File: src/rtl/spi_host_pkg.sv
// Shared definitions for the SPI host: transfer FSM states, default widths and
// the character-length encoding used by the command interface.
package spi_host_pkg;

  localparam int LEN_W_DEF = 7;
  localparam int SS_W_DEF  = 8;

  typedef enum logic [1:0] {
    ST_IDLE  = 2'd0,
    ST_SETUP = 2'd1,
    ST_XFER  = 2'd2,
    ST_HOLD  = 2'd3
  } xfer_state_e;

  // A length field of zero encodes the largest character, 2^len_w bits.
  function automatic int unsigned char_bits(input int unsigned len,
                                            input int unsigned len_w);
    if (len == 0) return 32'd1 << len_w;
    return len;
  endfunction

endpackage

File: src/rtl/spi_xfer_ctrl.sv
// SPI character transfer sequencer: drives slave selects and the spi_clgen
// enable/go/last_clk controls, counts neg edges, applies CS setup/hold gaps.
module spi_xfer_ctrl
  import spi_host_pkg::*;
#(
  parameter int LEN_W = LEN_W_DEF,
  parameter int SS_W  = SS_W_DEF
) (
  input  logic             clk_i,
  input  logic             rst_i,
  input  logic             cmd_valid_i,
  output logic             cmd_ready_o,
  input  logic [LEN_W-1:0] cmd_len_i,
  input  logic [SS_W-1:0]  cmd_ss_i,
  input  logic [7:0]       cs_delay_i,
  input  logic             abort_i,
  output logic             clk_en_o,
  output logic             clk_go_o,
  output logic             last_clk_o,
  input  logic             pos_edge_i,
  input  logic             neg_edge_i,
  output logic [SS_W-1:0]  ss_n_o,
  output logic [LEN_W:0]   bit_cnt_o,
  output logic             busy_o,
  output logic             done_o
);

  xfer_state_e      state_q, state_d;
  logic [7:0]       dly_q, dly_d;
  logic [LEN_W:0]   bit_q, bit_d;
  logic [SS_W-1:0]  mask_q, mask_d;
  logic [LEN_W:0]   bit_load;
  logic             unused_pos_edge;

  // Bits are counted on the shifting edge only; the sampling edge is not needed.
  assign unused_pos_edge = pos_edge_i;

  function automatic logic [7:0] dec_dly(input logic [7:0] v);
    return (v == '0) ? v : v - 8'd1;
  endfunction

  function automatic logic [LEN_W:0] dec_bit(input logic [LEN_W:0] v);
    return (v == '0) ? v : v - (LEN_W+1)'(1);
  endfunction

  assign bit_load = (LEN_W+1)'(char_bits(32'(cmd_len_i), 32'(LEN_W)));

  always_comb begin
    state_d = state_q;
    dly_d   = dly_q;
    bit_d   = bit_q;
    mask_d  = mask_q;
    unique case (state_q)
      ST_IDLE: begin
        if (cmd_valid_i) begin
          bit_d   = bit_load;
          mask_d  = cmd_ss_i;
          dly_d   = cs_delay_i;
          state_d = ST_SETUP;
        end
      end
      ST_SETUP: begin
        if (dly_q == '0) state_d = ST_XFER;
        else             dly_d   = dec_dly(dly_q);
      end
      ST_XFER: begin
        if (neg_edge_i) begin
          bit_d = dec_bit(bit_q);
          if (bit_q <= (LEN_W+1)'(1)) begin
            dly_d   = cs_delay_i;
            state_d = ST_HOLD;
          end
        end
      end
      ST_HOLD: begin
        if (dly_q == '0) state_d = ST_IDLE;
        else             dly_d   = dec_dly(dly_q);
      end
      default: state_d = ST_IDLE;
    endcase
    // Abort overrides any same-cycle edge or delay expiry.
    if (abort_i && (state_q != ST_IDLE)) begin
      state_d = ST_IDLE;
      bit_d   = '0;
      dly_d   = '0;
    end
  end

  always_ff @(posedge clk_i or posedge rst_i) begin
    if (rst_i) begin
      state_q <= ST_IDLE;
      dly_q   <= '0;
      bit_q   <= '0;
      mask_q  <= '0;
    end else begin
      state_q <= state_d;
      dly_q   <= dly_d;
      bit_q   <= bit_d;
      mask_q  <= mask_d;
    end
  end

  // Outputs decode registered state only, so no input reaches an output combinationally.
  assign cmd_ready_o = (state_q == ST_IDLE);
  assign busy_o      = (state_q != ST_IDLE);
  assign ss_n_o      = (state_q == ST_IDLE) ? '1 : ~mask_q;
  assign clk_en_o    = (state_q == ST_XFER);
  assign clk_go_o    = (state_q == ST_SETUP) && (dly_q == '0);
  assign last_clk_o  = (state_q == ST_XFER) && (bit_q == (LEN_W+1)'(1));
  assign done_o      = (state_q == ST_HOLD) && (dly_q == '0);
  assign bit_cnt_o   = bit_q;

endmodule

File: config.mk
export PLATFORM = sky130hd
export DESIGN_NAME = spi_xfer_ctrl
export DESIGN_NICKNAME = d
export VERILOG_FILES = /design/src/rtl/spi_host_pkg.sv /design/src/rtl/spi_xfer_ctrl.sv
export SDC_FILE = /design/constraint.sdc
export NUM_CORES = 1
export LEC_CHECK = 0
export CORE_ASPECT_RATIO = 0.6
export CORE_MARGIN = 2
export CORE_UTILIZATION = 49
export CTS_BUF_LIST = sky130_fd_sc_hd__clkbuf_4
export CTS_CLUSTER_DIAMETER = 30
export DETAILED_ROUTE_END_ITERATION = 10
export PLACE_DENSITY = 0.83
export SYNTH_ARGS = -nofsm -noshare
export SYNTH_HDL_FRONTEND = slang
export SYNTH_SLANG_ARGS = --single-unit
File: constraint.sdc
create_clock -name clk_i -period 2.72 [get_ports clk_i]
set_input_delay 0.544 -clock clk_i [delete_from_list [all_inputs] [get_ports clk_i]]
set_output_delay 0.544 -clock clk_i [all_outputs]
set_load 0.01 [all_outputs]
==> out/metrics.csv <==
stage,metric,value,unit
timing,finClkSkew,0.00987,ns
timing,fin_crit,2.59,ns
final_layout,n_antenna_cell,0,
final_layout,fin_cells,297,
flow_run,cap_violations,0,
clock_tree,clk_path_buf_depth,2,
synthesis,yosysSeqAreaShare,0.365,
clock_tree,cts_made_buffers,3,
synthesis,synthDistinctLibCells,47,
final_layout,drive_gt1_frac,0.206,
worst_hold_path,hold_class,reg2reg,
synthesis,postSynthAreaPerCell,9.37,um^2
clock_tree,clkSinkCount,26,
synthesis,async_flop_share,1.00,
floorplan,die_w,81.8,um
power,p_leak,1.08,nW
synthesis,ys_warn_count,0,
global_route,antenna_found_initial,0,
critical_path,critPathArrivalTime,2.05,ns
synthesis,yosys-top-cells-area,"dfrtp_1 37%, ha_1 6.3%, mux2_2 5.7%, o21ai_0 4.5%, nand2_1 4.2%",
floorplan,core,3360,um^2
synthesis,synth_area,1780,um^2
critical_path,path_class,reg2out,
global_route,first_global_vias,1546,
placement,place.gp.congestion,0.876,
clock_tree,cts-root-buf,clkbuf_4,
drt,first_pass_iters,4,
timing,max_clock_freq,386,MHz
synthesis,yosys_register_bits,26,
timing,slew_viol_final,0,
drt,wl,4.89,mm
clock_tree,cts_tree,done,
drt,drt-wirelength-per-cell,16.5,um
synthesis,synth_top_area_frac,0.365,
global_route,use_met2,0.331,
global_route,met3_usage,0.0719,
critical_path,worst_ep_required_time,2.18,ns
drt,drtIter0Drc,151,
synthesis,synth_edf_count,0,
global_route,met1_usage,0.385,
critical_path,crit_fanout,9,
drt,ant_nets,0,
placement,dpl.hpwl,3.48,mm
timing,rsz0062_at_grt,false,
synthesis,postSynthNetCount,228,
timing,final-hold-violation-count,0,
clock_tree,path_clk_slew,0.15,ns
timing,timing.hold.ws,0.526,ns
floorplan,die_area,4150,um^2
final_layout,final_util,0.747,
critical_path,rrSetupSlack,0.28,ns
global_route,grt_usage,0.247,
final_layout,final_net_count,291,
floorplan,io_pins,51,
placement,port_buffers,49,
critical_path,crit_path_start_kind,register,
timing,fin_crit_sh,0.952,
timing,finalSetupViolCount,0,
drt,drc_errors,0,
drt,routed_via_density,5.54,
placement,place_inst,286,
synthesis,synth_area_leader_cell,dfrtp_1,
power,vdd_ir_drop_max,613,uV
global_route,grt_overflow,0,
floorplan,num_rows,16,
final_layout,area_growth,41.2,%
timing,fin_tns_setup,0,ns
global_route,grt_first_pass_wirelength,7.64,mm
floorplan,die_h,50.7,um
global_route,busiest_layer,met1,
synthesis,synth_flop_cell,dfrtp_1,
power,power.density,1190,nW/um^2
clock_tree,htreeDepth,1,
clock_tree,worstSkewPairLatency,0.33,ns
floorplan,start_util,0.529,
critical_path,critPathCaptureType,output pin,
outcome,status,"finished, final reports clean",
global_route,grt_max_degree,27,
timing,slew_headroom,0.519,
timing,tightest_slew,0.715,ns
drt,vias,1645,
synthesis,syn_inst,190,
[metrics by stage]
stage / area (um^2) / power (mW) / setup WS, ns
6_report: 2510 / 2.98 / 0.131
5_1_grt: 2510 / 3.20 / 0.00550
4_1_cts: 2470 / 2.87 / 0.00376
3_5_place_dp: 2360 / 2.53 / 0.133
3_3_place_gp: 2360 / 2.49 / 0.145
2_1_floorplan: 1780 / 1.91 / 0.596
[per-layer routing]
layer  vias to the layer above  wire (um)  share of wire
met5                         -          0              0
met4                         0         30         0.0061
met3                         4        463          0.095
met2                        72       2000           0.41
met1                       763       2390           0.49
li1                        806          -              -
[layout make-up]
cell class	count	area (um^2)
clock buffer	3	22.5
tap	45	56.3
clock inverter	1	30.0
multi-input combinational	145	1090
timing repair buffer	65	607
sequential	26	651
timing repair inverter	1	7.51
inverter	11	45.0
fill	232	850
[path summary, 6_finish.rpt]
kind | startpoint | to | cells past startpoint
worst max-delay path | state_q[0] | ss_n_o[3] | 5
worst min-delay path | mask_q[1] | mask_q[1] | 1
worst max register to register | dly_q[4] | dly_q[6] | 6
worst min register to register | mask_q[1] | mask_q[1] | 1
max in group asynchronous | rst_i | state_q[1] | 3
min in group asynchronous | rst_i | mask_q[5] | 3
[Yosys cell counts, drive strengths merged (2+ instances only)]
cell     number
mux2i         2
a21boi        2
clkbuf        5
nor2b         3
ha            9
or3b          2
o2bb2ai       2
o211ai        5
inv          11
o31ai         3
nor4          3
or2           2
nor3          8
nor2         13
or4           4
nand3         2
dfrtp        26
o21ai        16
and2          3
nand2        20
a22o          4
buf           3
xnor2         7
a21oi         7
mux2         13
nor3b         2
[where the power goes]
part / total, mW / internal (mW) / leakage, nW / switching (mW)
clock network: 0.268 / 0.149 / 0.0279 / 0.119
registers: 0.767 / 0.569 / 0.321 / 0.197
logic: 1.95 / 0.996 / 0.729 / 0.954
[layout by cell type (no fill, tap or decap), types with 2 or more instances in the layout]
master,netlist,final
a21boi_0,2,2
a21oi_1,7,7
a22o_1,2,2
a22o_2,2,2
and2_1,3,3
buf_4,1,16
clkbuf_4,0,3
clkdlybuf4s50_1,0,46
clkinvlp_4,0,2
dfrtp_1,26,26
ha_1,9,7
ha_4,0,2
inv_1,11,10
mux2_2,9,9
mux2_4,4,4
mux2i_1,2,2
nand2_1,20,20
nand3_1,2,2
nor2_1,13,13
nor2b_1,3,3
nor3_1,8,7
nor3b_1,2,2
nor4_1,2,2
o211ai_1,4,4
o21ai_0,16,16
o2bb2ai_1,2,2
o31ai_2,2,2
or2_2,2,2
or3b_2,2,2
or4_1,3,2
or4_4,1,2
xnor2_1,7,7
[state kept, by name (all words and copies together), names as in the netlist]
register and count:
bit_cnt_o 8, dly_q 8, mask_q 8, state_q 2
[worst max-delay path: stages, from the launching register on]
cell	delay, ns
dfrtp_1	0.43
inv_1	0.21
ha_4	0.26
clkinvlp_4	0.18
nand2_1	0.10
clkdlybuf4s50_1	0.54
[logic make-up after synthesis]
| family | after synthesis | synth area share |
|---|---|---|
| buffers and inverters | 19 | 0.0471 |
| XOR/XNOR | 8 | 0.0394 |
| adder cells (fa/ha/maj) | 9 | 0.0632 |
| flip-flops | 26 | 0.365 |
| AND/OR/NAND/NOR | 67 | 0.207 |
| multiplexers | 15 | 0.102 |
| AO/OA/AOI/OAI | 46 | 0.176 |
[what timing repair did]
| item | 4_1_cts | 5_1_grt |
|---|---|---|
| endpoints found under the setup margin | 3 | 11 |
| gates cloned | 0 | 1 |
| buffers inserted | 5 | 1 |
| resized for setup | 6 | 9 |
| hold buffers | 0 | 0 |
| pin swaps | 1 | 1 |
| endpoints found under the hold margin | 0 | 0 |
(Power assumes the default switching activity.)
